**src/rtl/rtos_pkg.sv**
```systemverilog
// Shared RTOS timer parameters and the task-timer FSM state encoding.
package rtos_pkg;

    localparam int NTASKS_DEF = 16;
    localparam int ID_W_DEF   = 8;
    localparam int TICK_W_DEF = 32;

    typedef enum logic {
        SCAN  = 1'b0,
        ISSUE = 1'b1
    } timerState_t;

endpackage

```
**src/rtl/timer_entry_table.sv**
```systemverilog
// Per-task wake tick storage and pending bits; one write port, one scan read port.
module timer_entry_table #(
    parameter int NTASKS = 16,
    parameter int TICK_W = 32,
    parameter int PTR_W  = 4
) (
    input  logic                aclk,
    input  logic                areset,
    input  logic                wrEn,
    input  logic                wrSet,
    input  logic [PTR_W-1:0]    wrIdx,
    input  logic [TICK_W-1:0]   wrWake,
    input  logic [PTR_W-1:0]    rdIdx,
    output logic                rdPending,
    output logic [TICK_W-1:0]   rdWake,
    output logic [NTASKS-1:0]   pendingVec
);

    logic [NTASKS-1:0]              pending;
    logic [NTASKS-1:0][TICK_W-1:0]  wake;

    always_ff @(posedge aclk) begin
        if (areset)
            pending <= '0;
        else if (wrEn)
            pending[wrIdx] <= wrSet;
    end

    // Wake values are only meaningful while pending, so they carry no reset.
    always_ff @(posedge aclk) begin
        if (wrEn && wrSet)
            wake[wrIdx] <= wrWake;
    end

    assign rdPending  = pending[rdIdx];
    assign rdWake     = wake[rdIdx];
    assign pendingVec = pending;

endmodule

```
**src/rtl/task_timer_ctrl.sv**
```systemverilog
// Task delay timer: round-robin scan of wake ticks, resumes expired tasks via valid/ready.
module task_timer_ctrl
    import rtos_pkg::*;
#(
    parameter int NTASKS = NTASKS_DEF,
    parameter int ID_W   = ID_W_DEF,
    parameter int TICK_W = TICK_W_DEF
) (
    input  logic                        aclk,
    input  logic                        areset,
    input  logic                        delayTask_in,
    input  logic                        cancelTask_in,
    input  logic [ID_W-1:0]             idTask_in,
    input  logic [TICK_W-1:0]           valueDelay_in,
    input  logic [TICK_W-1:0]           tickval_in,
    output logic                        resume_tasktimer_out,
    output logic [ID_W-1:0]             idtasktimer_out,
    input  logic                        resume_ready_in,
    output logic [$clog2(NTASKS+1)-1:0] pending_cnt_out,
    output logic                        err_out
);

    localparam int PTR_W = (NTASKS > 1) ? $clog2(NTASKS) : 1;
    localparam int CNT_W = $clog2(NTASKS+1);
    localparam logic [PTR_W-1:0] LAST = PTR_W'(NTASKS - 1);

    timerState_t        state, stateNext;
    logic [PTR_W-1:0]   ptr, ptrNext, ptrAdv;
    logic               clrPend;
    logic [PTR_W-1:0]   clrIdx;
    logic               errQ;

    logic               idValid, hostWr, hostHitPtr, xfer, expired;
    logic [PTR_W-1:0]   hostIdx;
    logic               wrEn, wrSet;
    logic [PTR_W-1:0]   wrIdx;
    logic [TICK_W-1:0]  wrWake, rdWake, age;
    logic               rdPending;
    logic [NTASKS-1:0]  pendingVec;
    logic [CNT_W-1:0]   cnt;

    assign idValid    = 32'(idTask_in) < 32'(NTASKS);
    assign hostIdx    = idTask_in[PTR_W-1:0];
    assign hostWr     = (delayTask_in | cancelTask_in) & idValid;
    assign hostHitPtr = hostWr && (hostIdx == ptr);
    assign xfer       = (state == ISSUE) && resume_ready_in;
    assign ptrAdv     = (ptr == LAST) ? '0 : ptr + 1'b1;

    // Signed age: expired once the tick has reached or passed wake, across wrap.
    assign age     = tickval_in - rdWake;
    assign expired = rdPending && !age[TICK_W-1];

    // Host requests own the write port; a transfer clear that collides with one
    // is parked in clrPend and written on the next free cycle.
    always_comb begin
        wrEn   = 1'b0;
        wrSet  = 1'b0;
        wrIdx  = ptr;
        wrWake = tickval_in + valueDelay_in;
        if (hostWr) begin
            wrEn  = 1'b1;
            wrSet = delayTask_in;
            wrIdx = hostIdx;
        end else if (clrPend) begin
            wrEn  = 1'b1;
            wrIdx = clrIdx;
        end else if (xfer) begin
            wrEn  = 1'b1;
        end
    end

    always_comb begin
        stateNext = state;
        ptrNext   = ptr;
        case (state)
            SCAN: begin
                // Hold while a parked clear or a same-cycle write makes the read stale.
                if (!clrPend && !hostHitPtr) begin
                    if (expired) stateNext = ISSUE;
                    else         ptrNext   = ptrAdv;
                end
            end
            ISSUE: begin
                if (xfer) begin
                    stateNext = SCAN;
                    ptrNext   = ptrAdv;
                end else if (hostHitPtr) begin
                    stateNext = SCAN;
                end
            end
            default: stateNext = SCAN;
        endcase
    end

    always_ff @(posedge aclk) begin
        if (areset) begin
            state   <= SCAN;
            ptr     <= '0;
            clrPend <= 1'b0;
            clrIdx  <= '0;
            errQ    <= 1'b0;
        end else begin
            state <= stateNext;
            ptr   <= ptrNext;
            errQ  <= (delayTask_in | cancelTask_in) & ~idValid;
            if (xfer && hostWr && (hostIdx != ptr)) begin
                clrPend <= 1'b1;
                clrIdx  <= ptr;
            end else if (clrPend && (!hostWr || hostIdx == clrIdx)) begin
                clrPend <= 1'b0;
            end
        end
    end

    timer_entry_table #(
        .NTASKS (NTASKS),
        .TICK_W (TICK_W),
        .PTR_W  (PTR_W)
    ) uTable (
        .aclk       (aclk),
        .areset     (areset),
        .wrEn       (wrEn),
        .wrSet      (wrSet),
        .wrIdx      (wrIdx),
        .wrWake     (wrWake),
        .rdIdx      (ptr),
        .rdPending  (rdPending),
        .rdWake     (rdWake),
        .pendingVec (pendingVec)
    );

    always_comb begin
        cnt = '0;
        for (int i = 0; i < NTASKS; i++)
            cnt = cnt + CNT_W'(pendingVec[i]);
    end

    assign pending_cnt_out      = cnt;
    assign resume_tasktimer_out = (state == ISSUE);
    assign idtasktimer_out      = (state == ISSUE) ? ID_W'(ptr) : '0;
    assign err_out              = errQ;

endmodule

```
**config.mk**
```make
export PLATFORM = sky130hd
export DESIGN_NAME = task_timer_ctrl
export DESIGN_NICKNAME = d
export VERILOG_FILES = /design/src/rtl/rtos_pkg.sv /design/src/rtl/timer_entry_table.sv /design/src/rtl/task_timer_ctrl.sv
export SDC_FILE = /design/constraint.sdc
export NUM_CORES = 1
export LEC_CHECK = 0
export ABC_CLOCK_PERIOD_IN_PS = 7300
export CAP_MARGIN = 20
export CORE_MARGIN = 5
export CORE_UTILIZATION = 40
export CTS_CLUSTER_DIAMETER = 150
export DETAILED_ROUTE_END_ITERATION = 7
export SLEW_MARGIN = 20
export SYNTH_ARGS = -nofsm -noshare
export SYNTH_HDL_FRONTEND = slang
export SYNTH_SLANG_ARGS = --single-unit
export TNS_END_PERCENT = 5
```
**constraint.sdc**
```tcl
create_clock -name aclk -period 7.3 [get_ports aclk]
set_input_delay 1.46 -clock aclk [delete_from_list [all_inputs] [get_ports aclk]]
set_output_delay 1.46 -clock aclk [all_outputs]
set_load 0.02 [all_outputs]
```
* Word-level counts from Yosys, hierarchy flattened
Index checks and enable logic that the tools add are counted.
Storage, ports and cells: bits in registers 539, output and inout bits 15
Operators by class: $add $sub $neg 18, $lt $le $gt $ge 4, equality and inequality tests 7, mux-type cells 29, bitwise operators 5, reduce and logical (&&, ||, !) cells 16
Operator list (number):
- $bwmux 512 | 1
- $bmux 32 s4 | 1
- $demux 32 s4 | 1
- $mux 32 | 2
- $add 5x1->5 | 11
- $add 32x32->32 | 1
- $sub 32x32->32 | 1
- $mux 4 | 7
- $bwmux 16 | 1
- $mux 1 | 12
- $lt 4x5->1 const B | 2
- $logic_and 1x1->1 | 9
- $eq 4x4->1 | 2
- $lt 8x5->1 const B | 1
- $pmux 4 s2 | 1
- $add 4x1->5 | 1
- $add 3x1->4 | 1
- $add 4x1->4 const B | 1
- $bmux 1 s4 | 1
- $demux 1 s4 | 1
- $eq 4x4->1 const B | 1
- $ge 4x1->1 const B | 1
- $logic_not 1->1 | 4
- $ne 2x2->1 const B | 2
- other kinds (11) | 13

* Depth between registers and ports, before layout
Gate-level depths: netlist of run 1.
word-level depth 15, mapped depth 17

* Hierarchy
From an unflattened synthesis of run 1, not the netlist that was laid out.
Unflattened totals: cells, all modules 1360, area total of the unflattened synthesis 23532.6 um^2
Modules (own cells, without submodules):
- timer_entry_table | instances 1, cells an instance 890, area each 19969.2 um^2
- task_timer_ctrl | instances 1, cells an instance 470, area each 3563.4 um^2

* Worst setup path before layout of run 1
No wires, ideal clock.
kind register -> output, start point register uTable.pending[5], in the netlist uTable.pendingVec[5], end point output pending_cnt_out[2], arrival time 3.328 ns, data required time 5.840 ns, slack 2.512 ns, cell stages (with the launch flop) 11, cell sequence dfxtp_1 inv_1 fa_1 fa_1 fa_1 fa_1 inv_1 ha_1 inv_1 fa_1 xnor2_1
On the way: longest elaborated chain between the ends 11
Ends and longest elaborated chain:
- start: declaration | RTL line timer_entry_table.sv:19 | logic [NTASKS-1:0] pending;
- start signal: indexed assignment | RTL line timer_entry_table.sv:26 | pending[wrIdx] <= wrSet;
- $add 5x1->5 (11 in a row) | RTL line task_timer_ctrl.sv:135 | cnt = cnt + CNT_W'(pendingVec[i]);
- end: declaration | RTL line task_timer_ctrl.sv:19 | output logic [$clog2(NTASKS+1)-1:0] pending_cnt_out,
Every way passes these cells.

* Final worst setup path of run 1
start point register uTable.pending[5], in the netlist uTable.pendingVec[5], end point output pending_cnt_out[3]
The elaborated chain is that of the path after synthesis.

==> reports/results.txt, run 1 <==
CTS tree - built
die height - 252.0 µm
commonest non-fill, non-tap cell in the layout - edfxtp_1
Compound-Gate Fraction of Synth Area - 4.544%
Setup violations, final - 0
Worst-path clk slew - 50 ps
DR pass1 iterations - 5
Layout area overhead - 15.76%
combinational share of power - 10.5%
Power Dens Cells - 258.2 mW/mm²
Synth Cell Area - 0.02343 mm²
antenna violations before repair - 2
final setup skew - 12.92 ps
Root Driver - clkbuf_16
RSZ-0062 raised after global routing - no
# IOs - 92
Synth Area in Simple Gates - 3.049%
final setup margin - 1345 ps
syn_area_per_cell - 18.32 µm²
Most used DFF post-synth - edfxtp_1
multiplexer share of the synthesized area - 16.15%
postcts setup bufs - 0
Max Fanout on Critical Path - 3
P_sw - 0.001584 W
Core Region - 0.05792 mm²
WL met1 - 25520 µm
final hold vios - 0
critical-path cell list - inv_1, fa_1, fa_1, fa_1, fa_1, inv_1, ha_1, a21o_1, a21oi_1, xnor2_1, clkdlybuf4s50_1
DRC viols - 0
synth unique cells - 62
Critical Path AT - 4500 ps
post-DR vias/cell - 5.624
met2 wire len - 26630 µm
CTS Buf Count - 55
RD Place Congestion - 0.8469
Fillers - 4911
Clock Sinks - 539
worst slack, placed - 1245 ps
top layer in use - met5
Row Count - 88
Initial Util - 40.46%
Critical Path Start Type - flop
post-synthesis register bit count - 539
slew margin rel. - 26.25%
largest net degree at the start of global routing - 71
total grt overflow - 0
Worst Hold Class - flop to flop
Pint - 0.005419 W
Critical Path RT - 5840 ps
Final ANT Viol Nets - 0
most frequent cells in the layout - edfxtp_1 (512), mux4_2 (161), clkdlybuf4s50_1 (87)
Crit-path slowest cell - fa_1
max_cap viols - 0
Post-CTS Resized - 0
Critical Path End Type - output pin
Die Span X - 252.0 µm
Critical Path Start - uTable.pendingVec[5]
final wirelength - 57020 µm
worst IR drop on VDD - 177.4 µV
layout cells sized above 1 - 20.89%
Worst Max-Slew Pin Slew - 1098 ps
switching part of the total - 22.62%
number of synthesized flops with an enable pin - 512
Gate Count Post-Synth - 1279
met3 routed WL - 3757 µm
clock network power share - 38.5%
clock latency on the worst-skew pair - 610 ps
critical path's top delay family - adder cells
critical path's most frequent cell - fa_1
first-pass GRT wire length - 84130 µm
setup TNS - 0 ps
post-synthesis async set-or-reset flop share - 0%
Port Buffers - 87
status - finished clean
Final nets - 1553
Final period util - 81.58%
Synth Area in Adders - 4.518%
largest family of logic cells by synthesized area - multiplexers
sequential fraction of the synthesis area - 67.93%
max-slew violation count - 0
kind of critical path - flop to output pin
Crit path largest cell delay - 630 ps
clock buffer depth - 3
DP HPWL - 34970 µm
CTS Hold Bufs - 0
Post-Synth XOR/XNOR Area - 1.490%
YS warnings - 0
Routed WL per cell - 25.89 µm
Leakage - 8.909 nW
Bufs and invs on worst path - 3
H-Tree Depth - 2
vias in the first global route - 12650
hold_sp - uTable.pendingVec[7]
post-layout min period - 5956 ps
origin of the critical flop-to-flop path - ptr[1]
fmax - 167.9 MHz
die area - 0.06351 mm²
routed vias - 12380
Tot GR Track Use - 17.84%
1st-iter DRT viols - 1103
Sequential Power Share - 51.0%
-- stage by stage --
stage	area (µm²)	util, %	std cells	hold slack [ps]	total power (W)
detailed placement	25270	43.62	2106	492.6	0.004354
floorplan	23440	-	1282	463.9	0.004106
global placement	25270	43.62	2106	485.4	0.004336
CTS	26970	46.57	2201	499.9	0.007052
global route	27120	46.83	2201	546.0	0.007252
finish	27120	46.83	2202	499.4	0.007003
-- cell usage after synthesis, types with 3 or more instances --
| cell | n | area [µm²] |
|---|---|---|
| o31ai_1 | 4 | 30.03 |
| o21ai_0 | 30 | 150.1 |
| fa_1 | 11 | 220.2 |
| a21oi_1 | 65 | 325.3 |
| nor3_1 | 7 | 35.03 |
| and2_1 | 6 | 37.54 |
| clkbuf_1 | 25 | 93.84 |
| nor2b_1 | 4 | 25.02 |
| o21a_1 | 8 | 60.06 |
| a211oi_1 | 7 | 52.55 |
| mux4_2 | 161 | 3626 |
| nor4_1 | 3 | 18.77 |
| dfxtp_1 | 27 | 540.5 |
| nand4_1 | 10 | 62.56 |
| buf_4 | 4 | 30.03 |
| ha_1 | 67 | 838.3 |
| nand3_1 | 16 | 80.08 |
| nor2_1 | 38 | 142.6 |
| o211ai_1 | 6 | 45.04 |
| buf_2 | 9 | 45.04 |
| nand2b_1 | 4 | 25.02 |
| xor2_1 | 6 | 52.55 |
| o21bai_1 | 9 | 67.56 |
| a21o_1 | 14 | 105.1 |
| edfxtp_1 | 512 | 15370 |
| mux2i_1 | 12 | 120.1 |
| buf_1 | 12 | 45.04 |
| xnor2_1 | 32 | 280.3 |
| and3_1 | 5 | 31.28 |
| or3_1 | 10 | 62.56 |
| nand2_1 | 37 | 138.9 |
| inv_1 | 81 | 304.0 |
-- cell families (layout without fill, tap and decap cells) --
group,count (synthesis),in the layout
simple gates,147,147
buf+inv,133,287
compound gates,167,167
mux,175,175
fa+ha+maj,78,78
flops,539,539
xor+xnor,39,39
other cells,1,5
-- worst min-delay path, cell delays in order, from the launching register on --
cell,delay [ps]
dfxtp_1,320
o21ai_0,70
a21oi_1,60
-- state kept, by name (all words and copies together), names as in the netlist --
signal / cells
ptr: 4
clrIdx: 4
uTable.pendingVec: 16
err_out: 1
clrPend: 1
resume_tasktimer_out: 1
uTable.wake: 512
-- layout make-up --
type	count	area (µm²)	share of cell area (%)
diodes	1	2.502	0.009226
clock buffers	73	1465	5.402
repair buffers	111	1089	4.013
well taps	765	957.2	3.529
inverters	81	304.0	1.121
multi-input cells	610	7138	26.32
clock inverters	22	240.2	0.8857
flip-flops and latches	539	15930	58.72
-- per-layer routing --
layer | vias to the layer above | GRT usage, %
li1 | 5400 | -
met1 | 6505 | 26.44
met2 | 403 | 27.92
met3 | 73 | 3.031
met4 | 2 | 4.358
met5 | - | 0
-- power groups by stage --
stage	Combinational [W]	Sequential, W	Clock, W
after floorplan	0.000493	0.00361	0
after global placement	0.000697	0.00364	0
after detailed placement	0.000714	0.00364	0
after CTS	0.000715	0.00358	0.00276
after global routing	0.000799	0.00357	0.00288
final	0.000735	0.00357	0.00270
-- worst paths after layout --
check | end | slack, ps | depth (start not counted)
hold / removal | uTable.pendingVec[7] | 500 | 2
hold reg to reg | uTable.pendingVec[7] | 500 | 2
setup / recovery | pending_cnt_out[3] | 1340 | 11
setup reg to reg | ptr[3] | 2120 | 13
(Power assumes the default switching activity.)
==> run 2, diff against run 1 <==
ABC_CLOCK_PERIOD_IN_PS = 5940   (was 7300)
clock period = 5.94 ns   (was 7.3 ns; I/O delays follow)
==> reports/results.txt, run 2 (synthesized netlist as in run 1, its figures left out) <==
status - finished clean
DP HPWL - 35440 µm
commonest non-fill, non-tap cell in the layout - edfxtp_1
Critical Path End Type - output pin
Crit path largest cell delay - 620 ps
Routed WL per cell - 26.46 µm
worst slack, placed - 672.2 ps
Bufs and invs on worst path - 3
die height - 252.0 µm
die area - 0.06351 mm²
Worst Hold Class - flop to flop
layout cells sized above 1 - 22.43%
Largest Register - uTable.wake
Power Dens Cells - 319.8 mW/mm²
Layout area overhead - 16.88%
Worst-path clk slew - 60 ps
RD Place Congestion - 0.8337
Worst Max-Slew Pin Slew - 1062 ps
Post-CTS Resized - 0
Crit-path slowest cell - clkdlybuf4s50_1
critical path's most frequent cell - fa_1
Final nets - 1570
CTS Buf Count - 55
critical-path cell list - inv_1, fa_1, fa_1, fa_1, fa_1, inv_1, ha_1, a21o_1, a21oi_1, xnor2_1, clkdlybuf4s50_1
Critical Path Start - uTable.pendingVec[7]
Leakage - 9.061 nW
clock latency on the worst-skew pair - 600 ps
fmax - 175.8 MHz
DRC viols - 0
first-pass GRT wire length - 85860 µm
RSZ-0062 raised after global routing - no
slew margin rel. - 28.98%
Critical Path AT - 4500 ps
final setup skew - 10.11 ps
CTS tree - built
Tot GR Track Use - 18.35%
Critical Path Start Type - flop
post-layout min period - 5689 ps
largest net degree at the start of global routing - 65
Setup violations, final - 0
DR pass1 iterations - 5
Final Power - 0.008757 W
Final ANT Viol Nets - 0
kind of critical path - flop to output pin
# IOs - 92
Core Region - 0.05792 mm²
Finished Cell Area - 0.02738 mm²
antenna violations before repair - 1
Row Count - 88
Port Buffers - 87
Final period util - 95.77%
Max Fanout on Critical Path - 3
Clock Sinks - 539
clock buffer depth - 3
final hold vios - 0
1st-iter DRT viols - 1115
total grt overflow - 0
vias in the first global route - 12950
origin of the critical flop-to-flop path - ptr[0]
routed vias - 12480
post-DR vias/cell - 5.613
max_cap viols - 0
CTS Hold Bufs - 0
critical path's top delay family - adder cells
Initial Util - 40.46%
final wirelength - 58850 µm
hold_sp - uTable.pendingVec[9]
final setup margin - 251.0 ps
most frequent cells in the layout - edfxtp_1 (512), mux4_2 (161), clkdlybuf4s50_1 (87)
worst IR drop on VDD - 214.6 µV
Critical Path RT - 4750 ps
Fillers - 4906
DP Area - 0.02546 mm²
Die Span X - 252.0 µm
max-slew violation count - 0
Root Driver - clkbuf_16
postcts setup bufs - 0
setup TNS - 0 ps
H-Tree Depth - 2
flip-flop count of the largest register after layout - 512
run 2: where the power goes:
part / internal [W] / switching [W] / total, W
Clock: 0.00202 / 0.00142 / 0.00344
Combinational: 0.000380 / 0.000558 / 0.000939
Sequential: 0.00436 / 0.0000213 / 0.00438
Total: 0.00676 / 0.00200 / 0.00876
run 2: through the flow:
step,util (%),instances,hold WS [ps]
after floorplan,-,1282,463.9
after global placement,43.94,2122,488.6
after detailed placement,43.97,2122,486.6
after CTS,47.04,2222,494.4
after global routing,47.28,2223,533.1
final,47.28,2224,495.5
run 2: area by class of cell:
cell class | instances | area, µm² | share of cell area, %
tap | 765 | 957.2 | 3.495
antenna | 1 | 2.502 | 0.009138
sequential | 539 | 15930 | 58.17
timing repair buffer | 128 | 1279 | 4.670
multi-input combinational | 610 | 7134 | 26.05
clock inverter | 26 | 279.0 | 1.019
inverter | 81 | 304.0 | 1.110
clock buffer | 74 | 1500 | 5.478
run 2: metal layers:
layer | GRT usage (%) | up-vias | share of wire (%)
li1 | - | 5428 | -
met1 | 26.10 | 6549 | 44
met2 | 29.25 | 418 | 47
met3 | 3.299 | 89 | 6.5
met4 | 5.537 | 0 | 2.8
met5 | 0 | - | 0
run 2: worst register-to-register path: cells and delay by family, from the launching register on:
family	cells	cell delay, ps
mux	2	1120
fa+ha+maj	1	140
simple gates	5	1710
flops	1	640
buf+inv	2	720
compound gates	3	560
run 2: worst paths after layout:
kind	to	slack (ps)	cells after the start
max	pending_cnt_out[3]	250	11
min	uTable.pendingVec[9]	500	2
max reg2reg	ptr[3]	960	13
min reg2reg	uTable.pendingVec[9]	500	2
